===== src/rtl/hilo_muldiv_unit.sv =====
// Iterative 1-bit/cycle MULT/MULTU/DIV/DIVU engine owning the architectural HI/LO registers.
// Optional MADD/MSUB accumulate path is compiled in with `define HILO_MADD_EN.
//
// state   | meaning
// IDLE    | waiting for Start; Hi/Lo stable
// PREP    | take operand magnitudes, record signs, load iteration count
// RUN     | one shift-add (mul) or shift-subtract (div) step per cycle
// FIX     | sign-correct the raw result, write Hi/Lo, pulse Done
// ACC_FIX | (HILO_MADD_EN only) add/subtract the product into {Hi,Lo}
module hilo_muldiv_unit #(
   parameter int DATA_W = 32
) (
   input  logic              Clk,
   input  logic              Rst_n,
   input  logic              Start,
   input  logic [1:0]        Op,
   input  logic [DATA_W-1:0] A,
   input  logic [DATA_W-1:0] B,
   input  logic              ReadHiLo,
   input  logic              Flush,
`ifdef HILO_MADD_EN
   input  logic              Acc,
   input  logic              Sub,
`endif
   output logic              Stall,
   output logic              Busy,
   output logic              Done,
   output logic [DATA_W-1:0] Hi,
   output logic [DATA_W-1:0] Lo
);

   localparam int CNT_W = $clog2(DATA_W);
   localparam logic [CNT_W-1:0] CNT_LAST = CNT_W'(DATA_W - 1);

   typedef enum logic [2:0] {
      IDLE,
      PREP,
      RUN,
      FIX
`ifdef HILO_MADD_EN
      , ACC_FIX
`endif
   } state_t;

   state_t                state_q, state_d;
   logic [1:0]            op_q, op_d;
   logic [DATA_W-1:0]     opa_q, opa_d;
   logic [DATA_W-1:0]     opb_q, opb_d;
   logic [2*DATA_W-1:0]   acc_q, acc_d;
   logic [CNT_W-1:0]      cnt_q, cnt_d;
   logic                  neg_res_q, neg_res_d;
   logic                  neg_rem_q, neg_rem_d;
   logic [DATA_W-1:0]     hi_q, hi_d;
   logic [DATA_W-1:0]     lo_q, lo_d;
   logic                  done_q, done_d;
`ifdef HILO_MADD_EN
   logic                  acc_en_q, acc_en_d;
   logic                  sub_q, sub_d;
`endif

   logic                  a_neg, b_neg;
   logic [DATA_W-1:0]     abs_a, abs_b;
   logic [DATA_W:0]       mul_sum;
   logic [DATA_W:0]       div_shift, div_diff;
   logic                  div_ok;
   logic [2*DATA_W-1:0]   prod_fix;
   logic [DATA_W-1:0]     rem_fix, quo_fix;

   always_comb begin
      state_d   = state_q;
      op_d      = op_q;
      opa_d     = opa_q;
      opb_d     = opb_q;
      acc_d     = acc_q;
      cnt_d     = cnt_q;
      neg_res_d = neg_res_q;
      neg_rem_d = neg_rem_q;
      hi_d      = hi_q;
      lo_d      = lo_q;
      done_d    = 1'b0;
`ifdef HILO_MADD_EN
      acc_en_d  = acc_en_q;
      sub_d     = sub_q;
`endif

      a_neg     = op_q[0] & opa_q[DATA_W-1];
      b_neg     = op_q[0] & opb_q[DATA_W-1];
      abs_a     = a_neg ? (~opa_q + 1'b1) : opa_q;
      abs_b     = b_neg ? (~opb_q + 1'b1) : opb_q;

      // Multiply: upper half accumulates the multiplicand, lower half shifts out multiplier bits.
      mul_sum   = {1'b0, acc_q[2*DATA_W-1:DATA_W]} + (acc_q[0] ? {1'b0, opb_q} : '0);
      // Divide: upper half is the partial remainder, lower half shifts dividend out / quotient in.
      div_shift = {acc_q[2*DATA_W-1:DATA_W], acc_q[DATA_W-1]};
      div_diff  = div_shift - {1'b0, opb_q};
      div_ok    = ~div_diff[DATA_W];

      prod_fix  = neg_res_q ? (~acc_q + 1'b1) : acc_q;
      rem_fix   = neg_rem_q ? (~acc_q[2*DATA_W-1:DATA_W] + 1'b1) : acc_q[2*DATA_W-1:DATA_W];
      quo_fix   = neg_res_q ? (~acc_q[DATA_W-1:0] + 1'b1) : acc_q[DATA_W-1:0];

      case (state_q)
         IDLE: begin
            if (Start && !Flush) begin
               op_d    = Op;
               opa_d   = A;
               opb_d   = B;
`ifdef HILO_MADD_EN
               acc_en_d = Acc & ~Op[1];
               sub_d    = Sub;
`endif
               state_d = PREP;
            end
         end
         PREP: begin
            opa_d     = abs_a;
            opb_d     = abs_b;
            acc_d     = {{DATA_W{1'b0}}, abs_a};
            cnt_d     = CNT_LAST;
            // Divide by zero keeps the raw all-ones quotient, so no quotient negation.
            neg_res_d = (a_neg ^ b_neg) & ~(op_q[1] && (opb_q == '0));
            neg_rem_d = a_neg;
            state_d   = RUN;
         end
         RUN: begin
            if (op_q[1])
               acc_d = {(div_ok ? div_diff[DATA_W-1:0] : div_shift[DATA_W-1:0]),
                        acc_q[DATA_W-2:0], div_ok};
            else
               acc_d = {mul_sum, acc_q[DATA_W-1:1]};
            if (cnt_q == '0)
               state_d = FIX;
            else
               cnt_d = cnt_q - 1'b1;
         end
         FIX: begin
            state_d = IDLE;
`ifdef HILO_MADD_EN
            if (acc_en_q) begin
               acc_d   = prod_fix;
               state_d = ACC_FIX;
            end else
`endif
            begin
               if (op_q[1]) begin
                  hi_d = rem_fix;
                  lo_d = quo_fix;
               end else begin
                  hi_d = prod_fix[2*DATA_W-1:DATA_W];
                  lo_d = prod_fix[DATA_W-1:0];
               end
               done_d = 1'b1;
            end
         end
`ifdef HILO_MADD_EN
         ACC_FIX: begin
            {hi_d, lo_d} = sub_q ? ({hi_q, lo_q} - acc_q) : ({hi_q, lo_q} + acc_q);
            done_d       = 1'b1;
            state_d      = IDLE;
         end
`endif
         default: state_d = IDLE;
      endcase

      if (Flush && (state_q != IDLE)) begin
         state_d = IDLE;
         hi_d    = hi_q;
         lo_d    = lo_q;
         done_d  = 1'b0;
      end
   end

   always_ff @(posedge Clk or negedge Rst_n) begin
      if (!Rst_n) begin
         state_q   <= IDLE;
         op_q      <= '0;
         opa_q     <= '0;
         opb_q     <= '0;
         acc_q     <= '0;
         cnt_q     <= '0;
         neg_res_q <= 1'b0;
         neg_rem_q <= 1'b0;
         hi_q      <= '0;
         lo_q      <= '0;
         done_q    <= 1'b0;
`ifdef HILO_MADD_EN
         acc_en_q  <= 1'b0;
         sub_q     <= 1'b0;
`endif
      end else begin
         state_q   <= state_d;
         op_q      <= op_d;
         opa_q     <= opa_d;
         opb_q     <= opb_d;
         acc_q     <= acc_d;
         cnt_q     <= cnt_d;
         neg_res_q <= neg_res_d;
         neg_rem_q <= neg_rem_d;
         hi_q      <= hi_d;
         lo_q      <= lo_d;
         done_q    <= done_d;
`ifdef HILO_MADD_EN
         acc_en_q  <= acc_en_d;
         sub_q     <= sub_d;
`endif
      end
   end

   assign Busy  = (state_q != IDLE);
   assign Stall = Busy & (Start | ReadHiLo);
   assign Done  = done_q;
   assign Hi    = hi_q;
   assign Lo    = lo_q;

endmodule


===== config.mk =====
export PLATFORM = sky130hd
export DESIGN_NAME = hilo_muldiv_unit
export DESIGN_NICKNAME = d
export VERILOG_FILES = /design/src/rtl/hilo_muldiv_unit.sv
export SDC_FILE = /design/constraint.sdc
export NUM_CORES = 1
export LEC_CHECK = 0
export CORE_MARGIN = 3
export CORE_UTILIZATION = 45
export DETAILED_ROUTE_END_ITERATION = 7
export DONT_BUFFER_PORTS = 1
export PLACE_DENSITY = 0.72
export SYNTH_ARGS = -nofsm -noshare
export SYNTH_HDL_FRONTEND = slang
export SYNTH_SLANG_ARGS = --single-unit

===== constraint.sdc =====
create_clock -name Clk -period 3.45 [get_ports Clk]
set_clock_uncertainty 0.1 [all_clocks]
set_input_delay 0.8625 -clock Clk [delete_from_list [all_inputs] [get_ports Clk]]
set_output_delay 0.8625 -clock Clk [all_outputs]
set_load 0.02 [all_outputs]

==> flow_metrics.tcl, run 1 <==
set metrics [dict create \
    slew_headroom_pct 50.3 \
    synth_fp_nets 2104 \
    synthArstFlopShare_pct 100 \
    rsz0062_at_grt "yes" \
    finalPower_mw 18.8 \
    grt_use_met2_pct 41.2 \
    fmax_ghz 0.291 \
    path_clk_slew_ns 0.06 \
    viasPerCell 6.25 \
    synth-main-ff-cell "dfrtp_1" \
    initial_core_util_pct 45.7 \
    wirelength_mm 53.5 \
    antenna_found_initial 0 \
    crit_chain "buf_6, ha_4, fa_2, nor2b_2, o31a_1, o2111ai_2, nand4_1, a21oi_4, o311ai_4, xor2_4, buf_12, mux2_4, a221o_1" \
    stdcell_area_um2 18000 \
    synth_warnings 0 \
    io_buffers 0 \
    p_leak_nw 7.84 \
    crit_arrival_ns 3.76 \
    cap_violations 0 \
    wl_per_cell_um 21.7 \
    cp_slowest_stage_delay_ns 0.44 \
    setup_violations 0 \
    clockBufferDepth 3 \
    violations "hold timing" \
    num_rows 68 \
    clkSinkCount 204 \
    mostFrequentLayoutCells "nand2_1 (243), dfrtp_1 (203), o21ai_0 (168), a21oi_1 (139), buf_4 (119)" \
    core_um2 34600 \
    place_area_um2 16900 \
    hold_class "in2async" \
    drtAntennaViolNets 0 \
    hold_ws_ns -0.0664 \
    grt_busiest_layer "met2" \
    hold_viol 109 \
    grt_pass1_wl_mm 82.4 \
    groute.usage.overall_pct 26.9 \
    period_minus_slack_ns 3.43 \
    die_area_um2 37500 \
    top_level_ports 138 \
    area_growth_pct 13.6 \
    fin_nets 2137 \
    routed-via-count 15400 \
    cts_root_buffer "clkbuf_16" \
    powerDensity_nw_per_um2 1040 \
    peakVddDrop_uv 532 \
    synth-edff-count 0 \
    grt_max_degree 205 \
    drt_first_pass_iters 6 \
    syn_inst 1957 \
    ys_types 94 \
    setup_tns_ns 0 \
    synth-seq-cells 204 \
    endpoint_kind "register" \
    cts_tree "done" \
    status "complete, but fails checks" \
    critical_path_class "reg2reg" \
    syn_area_per_cell_um2 8.09 \
    met3_usage_pct 6.65 \
    worst_slew_pin_slew_ns 0.745 \
    startpoint_type "register" \
    gp_congestion 1.00 \
    drt_iter0_drc 1827 \
    hpwl_mm 39.8 \
    die_h_um 194 \
    clk_latency_ns 0.54 \
    timing.final.crit_share_pct 99.5 \
    worst-path-max-fanout 5 \
    drive_above_1_share_pct 11.9 \
    worst_path_max_delay_cell "o311ai_4" \
    cts_buffers 24 \
    die_x_um 194 \
    grt_overflow 0 \
    drc 0 \
    htreeDepth 1 \
    slew_viol_final 0 \
    final_common_cell "nand2_1" \
    ys_seq_area_share_pct 32.2 \
    required_ns 3.77 \
    grt_pass1_vias 14400 \
    grt_use_met1_pct 38.3 \
    synth.cell_area_um2 15800 \
]
registers in the layout (all words and copies together) (netlist names):
signal	flops
op_q	2
neg_res_q	1
neg_rem_q	1
Hi	32
opa_q	32
opb_q	32
Done	1
cnt_q	5
state_q	2
acc_q	64
Lo	32
cells by family (layout without fill, tap and decap cells):
| kind of cell | count (synthesis) | after routing | synth area share, % |
|---|---|---|---|
| XOR/XNOR | 148 | 148 | 8.28 |
| multiplexers | 73 | 73 | 4.67 |
| buffers and inverters | 217 | 267 | 5.22 |
| AND/OR/NAND/NOR | 610 | 610 | 18.4 |
| other | 0 | 1 | 0 |
| adder cells (fa/ha/maj) | 76 | 76 | 6.10 |
| AO/OA/AOI/OAI | 629 | 629 | 25.1 |
| flip-flops | 204 | 204 | 32.2 |
critical path, delay by kind of cell (launching register included):
family	cells	cell delay, ns
buffers and inverters	2	0.28
AND/OR/NAND/NOR	2	0.32
XOR/XNOR	1	0.20
multiplexers	1	0.30
flip-flops	1	0.38
adder cells (fa/ha/maj)	2	0.51
AO/OA/AOI/OAI	5	1.21
synthesized netlist by cell type (12+ instances only):
cell | number | area [um^2]
nand2_1 | 243 | 912
a22oi_1 | 13 | 97.6
o31ai_1 | 27 | 203
nand2b_1 | 21 | 131
nor3_1 | 40 | 200
o221ai_1 | 18 | 158
mux2i_1 | 66 | 661
xor2_1 | 61 | 534
and3_1 | 21 | 131
o21ai_1 | 38 | 190
nand4_1 | 15 | 93.8
o21ai_0 | 171 | 856
o211ai_1 | 49 | 368
o22ai_1 | 39 | 244
dfrtp_1 | 204 | 5100
nor2_1 | 112 | 420
xnor2_1 | 85 | 744
nor4_1 | 25 | 156
a31oi_1 | 15 | 93.8
nand3_1 | 58 | 290
ha_1 | 74 | 926
inv_1 | 94 | 353
a21o_1 | 24 | 180
nor2b_1 | 12 | 75.1
clkbuf_1 | 107 | 402
or3_1 | 12 | 75.1
a21oi_1 | 143 | 716
per-stage QoR:
stage               instances  utilization [%]  hold WS, ns  worst slack [ns]
global route             2462             51.9      -0.0898           -0.0829
floorplan                1957                -        0.337             0.327
detailed placement       2405             48.7        0.365           -0.0113
CTS                      2448             51.1      -0.0926            0.0290
global placement         2405             48.7        0.354            0.0266
finish                   2463             51.9      -0.0664            0.0170
cell type report:
| cell class | count | area (um^2) |
|---|---|---|
| fillers | 3245 | 16600 |
| multi-input cells | 1536 | 10100 |
| flip-flops and latches | 204 | 5110 |
| repair buffers | 127 | 1040 |
| clock buffers | 34 | 668 |
| well taps | 455 | 569 |
| inverters | 97 | 364 |
| clock inverters | 9 | 134 |
| diodes | 1 | 2.50 |
where the power goes:
group	switching, mW	total, mW	internal (mW)
clock network	1.09	2.66	1.57
logic	6.82	11.1	4.26
registers	1.62	5.03	3.41
final timing paths:
kind,cells after the start,to,slack (ns),from
worst min register to register,1,cnt_q[0]$_DFFE_PN0P_,0.37,cnt_q[0]$_DFFE_PN0P_
worst max register to register,13,acc_q[56]$_DFFE_PN0P_,0.02,opb_q[0]$_DFFE_PN0P_
worst min-delay path,0,acc_q[60]$_DFFE_PN0P_,-0.07,Rst_n
max in group asynchronous,0,op_q[1]$_DFFE_PN0P_,2.91,Rst_n
min in group Clk,2,opa_q[0]$_DFFE_PN0P_,0.34,A[0]
worst max-delay path,13,acc_q[56]$_DFFE_PN0P_,0.02,opb_q[0]$_DFFE_PN0P_
timing repair:
| item | CTS | global route |
|---|---|---|
| cloned | 0 | 1 |
| setup buffers | 0 | 14 |
| endpoints found under the hold margin | 204 | 204 |
| pin swaps | 0 | 15 |
| endpoints found under the setup margin | 1 | 34 |
| resized for setup | 1 | 34 |
metal layers:
metal / routed length (um) / share of wire (%)
met5: 0 / 0
met4: 1590 / 3.0
met3: 5490 / 10
met2: 23100 / 43
met1: 23300 / 44
Power figures use the tool's default switching activity.
==> run 2, diff against run 1 <==
- GPL_TIMING_DRIVEN: unset -> 0
==> flow_metrics.tcl, run 2 (synthesized netlist as in run 1, its figures left out) <==
set metrics [dict create \
    hold_viol 70 \
    top_register "acc_q" \
    slew_headroom_pct 17.9 \
    finalWorstSetupSlack_ns -0.0545 \
    fmax_ghz 0.285 \
    clkSinkCount 204 \
    pwr-share-comb_pct 59.1 \
    largest_reg_flops 64 \
    num_rows 68 \
    viasPerCell 6.37 \
    grt_pass1_wl_mm 86.9 \
    htreeDepth 1 \
    clockBufferDepth 3 \
    drc 0 \
    status "complete, but fails checks" \
    drt_iter0_drc 1637 \
    intPower_mw 9.19 \
    p_leak_nw 7.65 \
    drive_above_1_share_pct 9.69 \
    initial_core_util_pct 45.7 \
    hold_class "in2async" \
    clk_latency_ns 0.55 \
    hpwl_mm 42.4 \
    r2r_slack_ns -0.05 \
    post-route-util_pct 52.2 \
    required_ns 3.77 \
    die_x_um 194 \
    endpoint_kind "register" \
    r2r-start "acc_q[31]$_DFFE_PN0P_" \
    drt_first_pass_iters 7 \
    wirelength_mm 56.8 \
    fin_nets 2166 \
    antenna_found_initial 2 \
    critical_path_class "reg2reg" \
    startpoint_type "register" \
    area_growth_pct 14.2 \
    mostFrequentLayoutCells "nand2_1 (242), dfrtp_1 (198), o21ai_0 (167), a21oi_1 (135), nor2_1 (111)" \
    core_um2 34600 \
    pwr-share-clk_pct 14.5 \
    violations "hold timing, setup timing" \
    place_area_um2 16400 \
    grt_max_degree 205 \
    wl_per_cell_um 22.8 \
    setup_violations 6 \
    p_sw_mw 9.96 \
    cts_tree "done" \
    io_buffers 0 \
    rsz0062_at_grt "yes" \
    slew_viol_final 0 \
    die_area_um2 37500 \
    stdcell_area_um2 18100 \
    grt_overflow 0 \
    reg2reg_depth 14 \
    drtAntennaViolNets 0 \
    diodes 0 \
    switching_share_pct 52.0 \
    r2r-end "acc_q[56]$_DFFE_PN0P_" \
    worst_slew_pin_slew_ns 1.22 \
    path_clk_slew_ns 0.06 \
    grt_pass1_vias 15100 \
    seq_power_share_pct 26.4 \
    worst-path-max-fanout 6 \
    cts_root_buffer "clkbuf_16" \
    groute.usage.overall_pct 28.6 \
    gp_congestion 0.962 \
    powerDensity_nw_per_um2 1060 \
    timing.final.crit_share_pct 102 \
    top_level_ports 138 \
    cts_buffers 26 \
    routed-via-count 15800 \
    cap_violations 0 \
    period_minus_slack_ns 3.50 \
    peakVddDrop_uv 518 \
    hold_ws_ns -0.0716 \
    crit_arrival_ns 3.83 \
    final_common_cell "nand2_1" \
    die_h_um 194 \
]
## run 2: cell count changes in the layout (fill, tap and decap cells not counted), sizes merged
cell,delta
clkbuf,+104
buf,-78
inv,+3
clkinv,-2
diode,-1
## run 2: metal layers
layer / vias up / wire length (um) / part of all wire [%] / track usage (%)
met5: - / 21 / 0.037 / 0
met4: 4 / 2070 / 3.6 / 8.60
met3: 141 / 5630 / 9.9 / 6.08
met2: 870 / 24800 / 44 / 44.7
met1: 7596 / 24300 / 43 / 39.9
li1: 7237 / - / - / -
## run 2: worst max path at each step
stage | start | to | slack (ns) | cells after the start
final | acc_q[31]$_DFFE_PN0P_ | acc_q[56]$_DFFE_PN0P_ | -0.05 | 14
after global routing | acc_q[31]$_DFFE_PN0P_ | acc_q[56]$_DFFE_PN0P_ | -0.09 | 14
after CTS | opb_q[6]$_DFFE_PN0P_ | acc_q[63]$_DFFE_PN0P_ | -0.07 | 12
after detailed placement | acc_q[0]$_DFFE_PN0P_ | acc_q[61]$_DFFE_PN0P_ | -1.19 | 15
after global placement | acc_q[0]$_DFFE_PN0P_ | acc_q[61]$_DFFE_PN0P_ | -1.16 | 15
after floorplan | acc_q[0]$_DFFE_PN0P_ | acc_q[61]$_DFFE_PN0P_ | 0.33 | 15
## run 2: stage by stage
step	total power, mW	instances	setup slack, ns	setup TNS [ns]
4_1_cts	18.4	2478	-0.0734	-0.335
6_report	19.2	2489	-0.0545	-0.104
3_3_place_gp	15.0	2412	-1.16	-21.86
2_1_floorplan	12.1	1957	0.327	0
5_1_grt	20.3	2489	-0.0883	-1.11
3_5_place_dp	15.2	2412	-1.19	-22.45
## run 2: timing repair
action                                  in CTS  in global routing
gates cloned                                 0                  1
buffers inserted                            24                 14
endpoints found under the setup margin      43                 58
pin swaps                                   15                 24
resized for setup                           53                 57
endpoints found under the hold margin      204                204
## run 2: layout make-up
| class | count | area (um^2) |
|---|---|---|
| timing repair buffer | 36 | 342 |
| clock inverter | 10 | 154 |
| inverter | 97 | 372 |
| buffer | 118 | 508 |
| clock buffer | 33 | 687 |
| fill | 3197 | 16500 |
| tap | 455 | 569 |
| sequential | 204 | 5110 |
| multi-input combinational | 1536 | 10300 |
## run 2: critical path, cell delays in order (launching register included)
cell,delay [ns]
dfrtp_1,0.40
inv_2,0.10
ha_4,0.14
fa_2,0.23
nor2b_4,0.05
o31a_1,0.34
o2111ai_4,0.27
nand4_1,0.24
a21oi_4,0.30
o311ai_4,0.12
buf_12,0.16
xor2_4,0.15
buf_12,0.17
mux2_4,0.29
a221o_1,0.30
## run 2: power groups by stage
stage / combinational (mW) / clock (mW) / sequential [mW]
final: 11.3 / 2.77 / 5.05
after global routing: 12.3 / 2.88 / 5.17
after CTS: 10.6 / 2.78 / 5.00
after detailed placement: 10.2 / 0 / 5.03
after global placement: 10.0 / 0 / 4.98
after floorplan: 7.54 / 0 / 4.59
